--- config.mk ---
export PLATFORM = sky130hd
export DESIGN_NAME = uart_tx_serializer
export DESIGN_NICKNAME = d
export VERILOG_FILES = /design/src/rtl/uart_pkg.sv /design/src/rtl/byte_fifo.sv /design/src/rtl/uart_tx_serializer.sv
export SDC_FILE = /design/constraint.sdc
export NUM_CORES = 1
export LEC_CHECK = 0
export BUFFER_PORTS_ARGS = -buffer_cell sky130_fd_sc_hd__buf_4
export CORE_ASPECT_RATIO = 0.6
export CORE_MARGIN = 8
export CORE_UTILIZATION = 40
export DETAILED_ROUTE_END_ITERATION = 16
export GPL_TIMING_DRIVEN = 0
export PLACE_DENSITY = 0.64
export SLEW_MARGIN = 20
export SYNTH_ARGS = -nofsm -noshare
export SYNTH_HDL_FRONTEND = slang
export SYNTH_SLANG_ARGS = --single-unit
export TNS_END_PERCENT = 50
--- constraint.sdc ---
create_clock -name clk_48mhz -period 4.33 [get_ports clk_48mhz]
set_input_delay 0.866 -clock clk_48mhz [delete_from_list [all_inputs] [get_ports clk_48mhz]]
set_output_delay 0.866 -clock clk_48mhz [all_outputs]
set_load 0.01 [all_outputs]
--- src/rtl/uart_pkg.sv ---
// Shared definitions for the UART transmit path: FSM state encoding and
// default bit timing.
package uart_pkg;

  typedef enum logic [1:0] {
    IDLE  = 2'd0,
    START = 2'd1,
    DATA  = 2'd2,
    STOP  = 2'd3
  } tx_state_t;

  // 48 MHz / 417 gives roughly 115200 baud
  localparam int DEFAULT_CLKS_PER_BIT = 417;

endpackage

--- src/rtl/byte_fifo.sv ---
// Synchronous byte FIFO with occupancy count; push when full and pop when
// empty are ignored so queued data is never overwritten or replayed.
module byte_fifo #(
  parameter int DEPTH = 4
) (
  input  logic       clk,
  input  logic       rst_n,
  input  logic       push,
  input  logic       pop,
  input  logic [7:0] wr_data,
  output logic [7:0] rd_data,
  output logic [4:0] count,
  output logic [4:0] count_next
);

  localparam int AW = (DEPTH > 1) ? $clog2(DEPTH) : 1;

  logic [7:0]    mem [DEPTH];
  logic [AW-1:0] wr_ptr;
  logic [AW-1:0] rd_ptr;
  logic          do_push;
  logic          do_pop;

  assign do_push = push && (count != 5'(DEPTH));
  assign do_pop  = pop && (count != 5'd0);
  assign rd_data = mem[rd_ptr];

  // Occupancy after this edge; a simultaneous push and pop leaves it unchanged
  always_comb begin
    count_next = count;
    case ({do_push, do_pop})
      2'b10:   count_next = count + 5'd1;
      2'b01:   count_next = count - 5'd1;
      default: count_next = count;
    endcase
  end

  // Storage, pointers (wrapping at the power-of-two depth) and count
  always_ff @(posedge clk or negedge rst_n) begin
    if (!rst_n) begin
      for (int i = 0; i < DEPTH; i++) begin
        mem[i] <= 8'd0;
      end
      wr_ptr <= '0;
      rd_ptr <= '0;
      count  <= 5'd0;
    end else begin
      if (do_push) begin
        mem[wr_ptr] <= wr_data;
        wr_ptr      <= wr_ptr + AW'(1);
      end
      if (do_pop) begin
        rd_ptr <= rd_ptr + AW'(1);
      end
      count <= count_next;
    end
  end

endmodule

--- src/rtl/uart_tx_serializer.sv ---
// 8N1 UART transmitter fed from a small byte FIFO; frames are sent
// back-to-back with no idle gap while data is queued.
module uart_tx_serializer
  import uart_pkg::*;
#(
  parameter int CLKS_PER_BIT = DEFAULT_CLKS_PER_BIT,
  parameter int FIFO_DEPTH   = 4
) (
  input  logic       clk_48mhz,
  input  logic       reset,
  input  logic [7:0] in_data,
  input  logic       in_valid,
  output logic       in_ready,
  output logic       pin_tx,
  output logic       busy,
  output logic [4:0] fifo_level
);

  localparam logic [15:0] BAUD_LAST = 16'(CLKS_PER_BIT - 1);

  tx_state_t   state;
  tx_state_t   state_next;
  logic [15:0] baud_cnt;
  logic [15:0] baud_next;
  logic [2:0]  bit_idx;
  logic [2:0]  bit_next;
  logic [7:0]  shift;
  logic [7:0]  shift_next;
  logic        tx_next;
  logic        push;
  logic        pop;
  logic        fifo_empty;
  logic        bit_end;
  logic [7:0]  fifo_head;
  logic [4:0]  level_next;

  assign push       = in_valid && in_ready;
  assign fifo_empty = (fifo_level == 5'd0);
  assign bit_end    = (baud_cnt == BAUD_LAST);

  byte_fifo #(
    .DEPTH(FIFO_DEPTH)
  ) u_fifo (
    .clk        (clk_48mhz),
    .rst_n      (reset),
    .push       (push),
    .pop        (pop),
    .wr_data    (in_data),
    .rd_data    (fifo_head),
    .count      (fifo_level),
    .count_next (level_next)
  );

  // Frame sequencing, baud timing and the next serial line level
  always_comb begin
    state_next = state;
    baud_next  = baud_cnt;
    bit_next   = bit_idx;
    shift_next = shift;
    pop        = 1'b0;
    tx_next    = 1'b1;

    case (state)
      IDLE: begin
        baud_next = 16'd0;
        if (!fifo_empty) begin
          pop        = 1'b1;
          shift_next = fifo_head;
          state_next = START;
        end else begin
          state_next = IDLE;
        end
      end
      START: begin
        if (bit_end) begin
          baud_next  = 16'd0;
          bit_next   = 3'd0;
          state_next = DATA;
        end else begin
          baud_next = baud_cnt + 16'd1;
        end
      end
      DATA: begin
        if (bit_end) begin
          baud_next = 16'd0;
          if (bit_idx == 3'd7) begin
            state_next = STOP;
          end else begin
            bit_next   = bit_idx + 3'd1;
            shift_next = {1'b0, shift[7:1]};
          end
        end else begin
          baud_next = baud_cnt + 16'd1;
        end
      end
      STOP: begin
        if (bit_end) begin
          baud_next = 16'd0;
          // Chain straight into the next start bit when data is waiting
          if (!fifo_empty) begin
            pop        = 1'b1;
            shift_next = fifo_head;
            state_next = START;
          end else begin
            state_next = IDLE;
          end
        end else begin
          baud_next = baud_cnt + 16'd1;
        end
      end
      default: begin
        baud_next  = 16'd0;
        state_next = IDLE;
      end
    endcase

    case (state_next)
      START:   tx_next = 1'b0;
      DATA:    tx_next = shift_next[0];
      default: tx_next = 1'b1;
    endcase
  end

  // State and outputs are registered from next-state values so they change only on the clock
  always_ff @(posedge clk_48mhz or negedge reset) begin
    if (!reset) begin
      state    <= IDLE;
      baud_cnt <= 16'd0;
      bit_idx  <= 3'd0;
      shift    <= 8'd0;
      pin_tx   <= 1'b1;
      in_ready <= 1'b0;
      busy     <= 1'b0;
    end else begin
      state    <= state_next;
      baud_cnt <= baud_next;
      bit_idx  <= bit_next;
      shift    <= shift_next;
      pin_tx   <= tx_next;
      in_ready <= (level_next != 5'(FIFO_DEPTH));
      busy     <= (state_next != IDLE) || (level_next != 5'd0);
    end
  end

endmodule

* Yosys cells after proc, flatten, opt, wreduce, memory -nomap -nowiden
Index checks and enable logic that the tools add are counted.
** Cells by class
- Equality and inequality tests :: 15
- Bitwise gates (word level) :: 2
- Order comparisons :: 3
- Reduce and logical (&&, ||, !) cells :: 15
- Add/subtract/negate cells :: 6
- Muxes and demuxes :: 28
** Operators by type and width (number)
- $mux 8 :: 7
- $bwmux 32 :: 1
- $pmux 16 s2 :: 1
- $pmux 8 s3 :: 1
- $add 16x1->16 const B :: 1
- $bmux 8 s2 :: 1
- $demux 8 s2 :: 1
- $eq 16x9->1 const B :: 1
- $mux 16 :: 1
- $ne 5x3->1 const B :: 2
- $pmux 5 s2 :: 1
- $reduce_bool 5->1 :: 2
- $mux 3 :: 3
- $eq 2x2->1 const B :: 4
- $mux 2 :: 4
- $ne 2x2->1 const B :: 4
- $pmux 2 s4 :: 1
- $reduce_and 4->1 :: 2
- $eq 2x1->1 const B :: 3
- $ge 3x3->1 const B :: 2
- $not 2->3 :: 2
- $pmux 3 s2 :: 1
- $add 5x1->5 const B :: 1
- $logic_not 5->1 :: 1
- other kinds (13) :: 21
** Word-level totals
- Register bits after elaboration :: 73
- Output and inout bits :: 8

* Depth between registers and ports, before layout
Gate-level depths: netlist of the first run.
- Word-level depth :: 9
- Gate-level depth with buffers :: 14
- Gate-level depth less buffers :: 14

* By module
From an unflattened synthesis of the first run, not the netlist that was laid out.
** Second synthesis, totals
- Cells, all modules :: 331
- Area, all modules :: 3923.8 sq um
** Modules (own cells, without submodules)
- byte_fifo :: cells each 149, area an instance 2120.8 sq um, instances 1
- uart_tx_serializer :: cells each 182, area an instance 1803.0 sq um, instances 1

* Least setup slack after synthesis of the first run
Ideal clock, no wire load.
- Path kind :: reg2reg
- Start point :: reg baud_cnt[3]
- End point :: reg busy
- Arrival time :: 2.969 ns
- Setup slack :: 1.224 ns
- Buffers on the path :: 0
- Stages on the path, launching flop included :: 14
- Library setup time :: 0.136 ns
- Cell sequence :: dfrtp_1 -> nor4_4 -> and3_1 -> a31oi_1 -> nor3_2 -> ha_1 -> inv_1 -> fa_1 -> nor2b_1 -> o21ai_0 -> and3_1 -> o31a_1 -> nor3_1 -> nand3_1
** On the way
- Longest elaborated chain between the ends :: 8
- Elaborated cells on any way between the ends :: 14
- Those cells by class :: eq/ne (3); mux (7); reduce/logical (4)
** Ends and longest elaborated chain
- start, declared :: RTL line uart_tx_serializer.sv:23 : logic [15:0] baud_cnt;
- start signal, assigned :: RTL line uart_tx_serializer.sv:136 : baud_cnt <= baud_next;
- $eq 16x9->1 (*) :: RTL line uart_tx_serializer.sv:39 : assign bit_end = (baud_cnt == BAUD_LAST);
- $mux 1 (*) :: RTL line uart_tx_serializer.sv:97 : if (bit_end) begin
- $pmux 1 s2 (*) :: RTL line uart_tx_serializer.sv:63 : case (state)
- $logic_and 1x1->1 (*) :: RTL line byte_fifo.sv:25 : assign do_pop = pop && (count != 5'd0);
- via u_fifo.do_pop :: RTL line byte_fifo.sv:22 : logic do_pop;
- $eq 2x1->1 or $eq 2x2->1 (tied branches) :: RTL line byte_fifo.sv:31 : case ({do_push, do_pop})
- $pmux 5 s2 (*) :: RTL line byte_fifo.sv:31
- $reduce_bool 5->1 (*) :: RTL line uart_tx_serializer.sv:141 : busy <= (state_next != IDLE) || (level_next != 5'd0);
- $logic_or 1x1->1 (*) :: RTL line uart_tx_serializer.sv:141
- end signal, assigned :: RTL line uart_tx_serializer.sv:141
- end, declared :: RTL line uart_tx_serializer.sv:15 : output logic busy,
Mark *: on every way through the listed nets, which the timed path passes. The rest lies on a longest branch.
A chain may end at the register's enable or synchronous reset.

* Worst setup path after layout of the first run
Same ends and word-level chain as after synthesis.

==> results of run 1 <==
## kinds of logic (layout without fill, tap and decap cells)
| family | after synthesis | count (layout) | synth area share (%) |
|---|---|---|---|
| AOI/OAI and AO/OA | 62 | 62 | 10.97 |
| xor gates and xnor gates | 18 | 18 | 4.100 |
| adders and majority gates | 19 | 19 | 6.378 |
| buffers and inverters | 28 | 62 | 3.222 |
| DFF | 73 | 73 | 47.54 |
| muxes | 41 | 41 | 14.32 |
| and+or+nand+nor | 88 | 88 | 13.47 |
## cell type report
type                            count  area (um2)  area share, %
Clock inverter                      6       67.56          1.522
Sequential cell                    73        1828          41.18
Multi-Input combinational cell    228        1893          42.64
Inverter                           14       52.55          1.184
Buffer                             14       71.32          1.607
Timing Repair Buffer               18       135.1          3.044
Tap cell                          130       162.7          3.664
Clock buffer                       10       229.0          5.158
## flip-flops by register name (all words and copies together), names as in the netlist
signal	flops
u_fifo.wr_ptr	2
shift	8
u_fifo.count	5
in_ready	1
state	2
u_fifo.rd_ptr	2
u_fifo.mem	32
pin_tx	1
busy	1
bit_idx	3
baud_cnt	16
## worst max-delay path: cells and delay by family (launching register included)
kind / cells / cell delay (ns)
AND/OR/NAND/NOR: 7 / 1.74
flip-flops: 1 / 0.44
buffers and inverters: 1 / 0.10
adder cells (fa/ha/maj): 2 / 0.69
AO/OA/AOI/OAI: 3 / 0.56
## synth_stat cells (all sizes together) (2+ instances only)
cell type,number,area share (%)
a21o,9,1.8
nor4,3,1.0
o21ai,19,2.5
nand3,6,0.78
mux2,32,9.4
nor2b,2,0.33
dfrtp,72,47
or2,2,0.33
clkbuf,6,0.59
and2,5,0.81
and3,5,0.81
buf,8,1.3
xor2,12,2.7
o211ai,2,0.39
nand4,4,0.81
mux4,8,4.7
nand2,22,2.1
nor3b,3,0.98
inv,14,1.4
a21oi,19,3.1
xnor2,6,1.4
nor2,21,2.1
nor3,5,0.78
ha,18,5.9
a22o,4,0.91
or3,2,0.33
## placed cells by master (no fill, tap or decap), drive strengths merged, types with 2 or more instances in the layout
cell type,instances
a21o,9
a21oi,19
a22o,4
and2,5
and3,5
buf,26
clkbuf,16
clkinv,3
dfrtp,72
ha,18
inv,15
mux2,32
mux4,8
nand2,22
nand3,6
nand4,4
nor2,21
nor2b,2
nor3,5
nor3b,3
nor4,3
o211ai,2
o21ai,19
or2,2
or3,2
xnor2,6
xor2,12
## through the flow
step,instances,instance area [um2]
floorplan,329,3845
global placement,477,4143
detailed placement,477,4143
CTS,493,4439
global route,493,4439
finish,493,4439
## final timing paths
path,to,depth (start not counted),from
max in group asynchronous,u_fifo.mem[19],1,reset
max reg2reg,busy,13,baud_cnt[3]
min reg2reg,baud_cnt[0],1,baud_cnt[0]
max,busy,13,baud_cnt[3]
min,baud_cnt[0],1,baud_cnt[0]
min in group asynchronous,baud_cnt[6],1,reset
## metal layers
| layer | wire length, um | part of all wire (%) | GRT usage, % |
|---|---|---|---|
| met5 | 0 | 0 | 0 |
| met2 | 3198 | 43 | 17.47 |
| met3 | 206 | 2.8 | 3.621 |
| met1 | 3894 | 53 | 17.97 |
| met4 | 61 | 0.83 | 3.694 |
## power groups by stage
stage | combinational, mW | clock, mW | sequential [mW]
after global routing | 1.36 | 0.786 | 1.15
final | 1.21 | 0.742 | 1.11
after CTS | 1.23 | 0.759 | 1.12
after detailed placement | 1.22 | 0 | 1.13
after floorplan | 0.933 | 0 | 1.09
after global placement | 1.19 | 0 | 1.11
==> qor.txt, run 1 <==
Yosys cell types - 55
Critical path required time - 4.53 ns
Fin. max-slew vios - 0
Die footprint - 13110 um2
Share of layout cells above drive strength 1 - 27.55%
Detailed placement HPWL - 5222 um
Final Total Pwr - 3.071 mW
CP peak stage delay - 0.44 ns
Hold-fix buffers, CTS - 0
Total vias in the final route - 2513
Antenna violations before repair - 0
Reg2Reg Setup Slack - 0.67 ns
Row cnt - 27
Most used DFF post-synth - dfrtp_1
Placer Congestion - 0.7708
# DRC - 0
Clk sinks - 73
Nature of the critical path startpoint - flip-flop
All-Layer GR Usage - 12.43%
DR WL/cell - 14.93 um
Register bit total from synthesis - 73
Setup slack at placement - 0.6949 ns
Initial Utilization - 41.54%
Cell Area, Synth - 3845 um2
Core Area - 9256 um2
Status - complete, no violations
Critical path cell sequence - nor4_4 -> and3_1 -> a31oi_1 -> nor3_2 -> ha_1 -> inv_1 -> fa_1 -> nor2b_1 -> o21ai_0 -> and3_1 -> o31a_1 -> nor3_1 -> nand3_1
Post-synthesis cell count - 329
Async SR Flop Fraction - 100.0%
Setup WS post-layout - 0.6653 ns
Tcrit/Tclk final - 84.64%
DRT iter0 DRCs - 138
Clock Skew - 0.008215 ns
Crit path kind - reg -> reg
Worst Tran Pin Value - 0.9294 ns
Internal - 2.017 mW
Sequential power share - 36.3%
Via/cell ratio - 5.097
Maximum buffer depth of the clock tree - 2
1st-pass router iterations - 4
Worst path most repeated cell - and3_1
Largest net degree at the start of global routing - 74
CTS buffer count - 9
Fillers - 872
Num ports - 19
Antenna Diode Count - 0
CTS clk-pin slew, worst paths - 0.06 ns
Number of global-route vias before repair - 2542
Final setup TNS - 0 ns
Nets - 388
Max Fclk - 272.9 MHz
Seq/Total Area, Yosys - 47.54%
Switching power - 1.055 mW
Hold crit path type - reg -> reg
Hold Fails Final Rpt - 0
Worst-path maximum fanout - 4
Die width - 142.6 um
PwrDens - 691.8 nW/um2
Final hold slack - 0.4752 ns
Antenna-violating nets left - 0
Number of synthesized flops with an enable pin - 0
Clock group share of total power - 24.2%
Core Util, Final - 47.96%
Sw Ratio - 34.34%
Post-CTS Setup Inserts - 0
Clk_lat worst skew - 0.33 ns
CTS Root Cell - clkbuf_16
Leak Pwr - 1.965 nW
Finish-stage setup viols - 0
Crit end category - flip-flop
Global-route wire length before repair - 13030 um
Syn_area_per_cell - 11.69 um2
Final WL - 7361 um
Syn nets - 359
H-tree levels - 3
Synthesis warning total - 0
Max_slew headroom - 38.04%
Post-CTS sizing - 0
Logic pwr share - 39.6%
DIE HEIGHT - 91.95 um
Period minus WS final - 3.665 ns
Worst EP arrival - 3.86 ns
PortBufs - 18
Max Cap Violations - 0
Total grt overflow - 0
Slowest cell on the critical path - dfrtp_1
Synth-to-layout area growth - 15.46%
CTS tree - yes
RSZ-0062 raised after global routing - no
Peak VDD IR - 0.0002958 V
No activity file was read; power rests on OpenSTA's default activity.
==> run 2: changes to the inputs <==
ABC_AREA = 1   (was default)
clock period = 3.45 ns   (was 4.33 ns; I/O delays follow)
==> run 2 against run 1 <==
- combinational power decreased by 34%
- fmax increased by 18%
- final area increased by 6.1%
==> qor.txt, run 2 <==
Crit path kind - reg -> reg (unchanged)
Setup slack at placement - 0.2694 ns (was 0.6949 ns)
Most frequent cells in the layout - 110 x nand2_1, 72 x dfrtp_1, 63 x inv_1 (was 72 x dfrtp_1, 32 x mux2_2, 22 x nand2_1)
Hold crit path type - reg -> reg (unchanged)
Yosys cell types - 42 (was 55)
Num ports - 19 (unchanged)
CTS clk-pin slew, worst paths - 0.05 ns (was 0.06 ns)
Max Fclk - 321.6 MHz (was 272.9 MHz)
Max reg flops - 32 (unchanged)
1st-pass router iterations - 4 (unchanged)
Max_slew headroom - 38.87% (was 38.04%)
Cell taking the most area after synthesis - dfrtp_1 (unchanged)
Core Area - 9915 um2 (was 9256 um2)
PortBufs - 18 (unchanged)
Critical path required time - 3.65 ns (was 4.53 ns)
Commonest non-fill, non-tap cell in the layout - nand2_1 (was dfrtp_1)
CTS buffer count - 9 (unchanged)
Antenna Diode Count - 0 (unchanged)
Post-DP Area - 4410 um2 (was 4143 um2)
Most used DFF post-synth - dfrtp_1 (unchanged)
Clock Skew - 0.006753 ns (was 0.008215 ns)
Fin area - 4708 um2 (was 4439 um2)
Post-CTS Setup Inserts - 0 (unchanged)
Post-CTS sizing - 0 (unchanged)
Cell Count, Final, Fillers Out - 663 (was 493)
Total grt overflow - 0 (unchanged)
Share of layout cells above drive strength 1 - 15.91% (was 27.55%)
Maximum buffer depth of the clock tree - 2 (unchanged)
Syn_area_per_cell - 8.279 um2 (was 11.69 um2)
Total vias in the final route - 3241 (was 2513)
Nature of the critical path startpoint - flip-flop (unchanged)
Cell Area, Synth - 4106 um2 (was 3845 um2)
Synthesis warning total - 0 (unchanged)
Cells after DPL - 649 (was 477)
Row cnt - 28 (was 27)
Post-synthesis cell count - 496 (was 329)
Tcrit/Tclk final - 90.14% (was 84.64%)
Worst-path maximum fanout - 8 (was 4)
RSZ-0062 raised after global routing - no (unchanged)
CP peak stage delay - 0.39 ns (was 0.44 ns)
Global-route wire length before repair - 15310 um (was 13030 um)
Async SR Flop Fraction - 100.0% (unchanged)
Core Util, Final - 47.49% (was 47.96%)
Top cells by area, synth - dfrtp_1 44%, nand2_1 10%, inv_1 5.8%, ha_1 5.5%, mux2_2 5.5% (was dfrtp_1 47%, mux2_2 9.4%, ha_1 5.9%, mux4_2 4.7%, xor2_1 2.7%)
DR WL/cell - 13.42 um (was 14.93 um)
Fin. max-slew vios - 0 (unchanged)
Worst EP arrival - 3.31 ns (was 3.86 ns)
Fillers - 962 (was 872)
Via/cell ratio - 4.888 (was 5.097)
DIE HEIGHT - 94.49 um (was 91.95 um)
Die footprint - 13870 um2 (was 13110 um2)
Clk sinks - 73 (unchanged)
H-tree levels - 3 (unchanged)
Final WL - 8898 um (was 7361 um)
CTS tree - yes (unchanged)
Crit end category - flip-flop (unchanged)
Antenna violations before repair - 0 (unchanged)
Number of synthesized flops with an enable pin - 0 (unchanged)
Final setup TNS - 0 ns (unchanged)
Synth-to-layout area growth - 14.66% (was 15.46%)
All-Layer GR Usage - 13.81% (was 12.43%)
Syn nets - 526 (was 359)
Worst path most repeated cell - nand2_1 (was and3_1)
Largest regs - u_fifo.mem (32), baud_cnt (16), shift (8) (unchanged)
Leak Pwr - 2.391 nW (was 1.965 nW)
Yosys top cell area share - 43.88% (was 46.86%)
Critical path cell sequence - inv_1 -> ha_1 -> nand2_1 -> nor2_4 -> nand3_2 -> nand2_4 -> nand3b_2 -> clkinv_1 -> ha_1 -> inv_1 -> fa_1 -> inv_1 -> nand2_1 -> nand2_1 -> nand2_1 -> nand2_1 -> nand2_1 -> nand3_1 -> xor2_2 -> nand3_1 (was nor4_4 -> and3_1 -> a31oi_1 -> nor3_2 -> ha_1 -> inv_1 -> fa_1 -> nor2b_1 -> o21ai_0 -> and3_1 -> o31a_1 -> nor3_1 -> nand3_1)
Most numerous cell in the Yosys netlist - nand2_1 (was dfrtp_1)
Final hold slack - 0.4713 ns (was 0.4752 ns)
Clk_lat worst skew - 0.33 ns (about the same)
Seq/Total Area, Yosys - 44.52% (was 47.54%)
CTS Root Cell - clkbuf_16 (unchanged)
Commonest cells in the synthesized netlist - 110 x nand2_1, 72 x dfrtp_1, 63 x inv_1 (was 72 x dfrtp_1, 32 x mux2_2, 22 x nand2_1)
Finish-stage setup viols - 0 (unchanged)
Number of global-route vias before repair - 3157 (was 2542)
Die width - 146.8 um (was 142.6 um)
Setup WS post-layout - 0.3401 ns (was 0.6653 ns)
Register bit total from synthesis - 73 (unchanged)
Hold Fails Final Rpt - 0 (unchanged)
Peak VDD IR - 0.0003275 V (was 0.0002958 V)
Largest net degree at the start of global routing - 74 (unchanged)
Worst Tran Pin Value - 0.9170 ns (was 0.9294 ns)
PwrDens - 621.1 nW/um2 (was 691.8 nW/um2)
Slowest cell on the critical path - dfrtp_1 (unchanged)
Nets - 555 (was 388)
Status - complete, no violations (unchanged)
Most flop-heavy register - u_fifo.mem (unchanged)
Period minus WS final - 3.110 ns (was 3.665 ns)
Placer Congestion - 0.8640 (was 0.7708)
Hold-fix buffers, CTS - 0 (unchanged)
# DRC - 0 (unchanged)
DRT iter0 DRCs - 177 (was 138)
Initial Utilization - 41.42% (was 41.54%)
Detailed placement HPWL - 6663 um (was 5222 um)
Final Total Pwr - 2.924 mW (was 3.071 mW)
Antenna-violating nets left - 0 (unchanged)
Max Cap Violations - 0 (unchanged)
==> run 2: cell types whose count changed in the layout (fill, tap and decap cells not counted), moves of 6 or more <==
cell     before  now
mux4_2        8    0
a21o_1        9    0
mux2_2       32   20
nor2_1       21   58
nand3_1       6   29
inv_1        14   63
nand2_1      22  110
o21ai_0      11   22
nand4_1       3   10
a21oi_2       6    0
==> run 2: worst max-delay path: cells and delay by family, from the launching register on <==
family | cells | cell delay, ns
adder cells (fa/ha/maj) | 3 | 0.83
XOR/XNOR | 1 | 0.19
buffers and inverters | 4 | 0.37
flip-flops | 1 | 0.39
AND/OR/NAND/NOR | 12 | 1.19
==> run 2: worst paths after layout <==
check                      depth (start not counted)              to  slack [ns]        start
max reg2reg                                       20        in_ready        0.34  baud_cnt[0]
min in group asynchronous                          1     baud_cnt[2]        0.48        reset
min reg2reg                                        1     baud_cnt[0]        0.47  baud_cnt[0]
min                                                1     baud_cnt[0]        0.47  baud_cnt[0]
max in group asynchronous                          1  u_fifo.mem[16]        2.35        reset
max                                               20        in_ready        0.34  baud_cnt[0]
==> run 2: layout make-up <==
| cell class | count | area [um2] | area share, % |
|---|---|---|---|
| Buffer | 9 | 41.29 | 0.8770 |
| Clock buffer | 11 | 242.7 | 5.155 |
| Clock inverter | 3 | 42.54 | 0.9035 |
| Inverter | 69 | 260.3 | 5.528 |
| Multi-Input combinational cell | 345 | 1989 | 42.25 |
| Sequential cell | 73 | 1828 | 38.83 |
| Tap cell | 135 | 168.9 | 3.588 |
| Timing Repair Buffer | 18 | 135.1 | 2.870 |
==> run 2: where the power goes <==
part | leakage [nW] | switching [mW] | internal, mW
sequential | 0.900 | 0.127 | 1.09
combinational | 1.35 | 0.449 | 0.352
clock | 0.137 | 0.335 | 0.570
total | 2.39 | 0.910 | 2.01
==> run 2: kinds of logic after synthesis <==
logic type	after synthesis	synth area share (%)
multiplexers	20	5.485
XOR/XNOR	10	2.133
adder cells (fa/ha/maj)	19	5.972
AND/OR/NAND/NOR	241	27.03
flip-flops	73	44.52
buffers and inverters	78	7.343
AO/OA/AOI/OAI	55	7.526
==> run 2: metal layers <==
metal	vias to the layer above	GRT usage, %	share of wire [%]
li1	1648	-	-
met4	0	6.223	1.7
met2	53	18.47	38
met3	11	3.820	4.5
met5	-	0	0
met1	1529	20.12	55
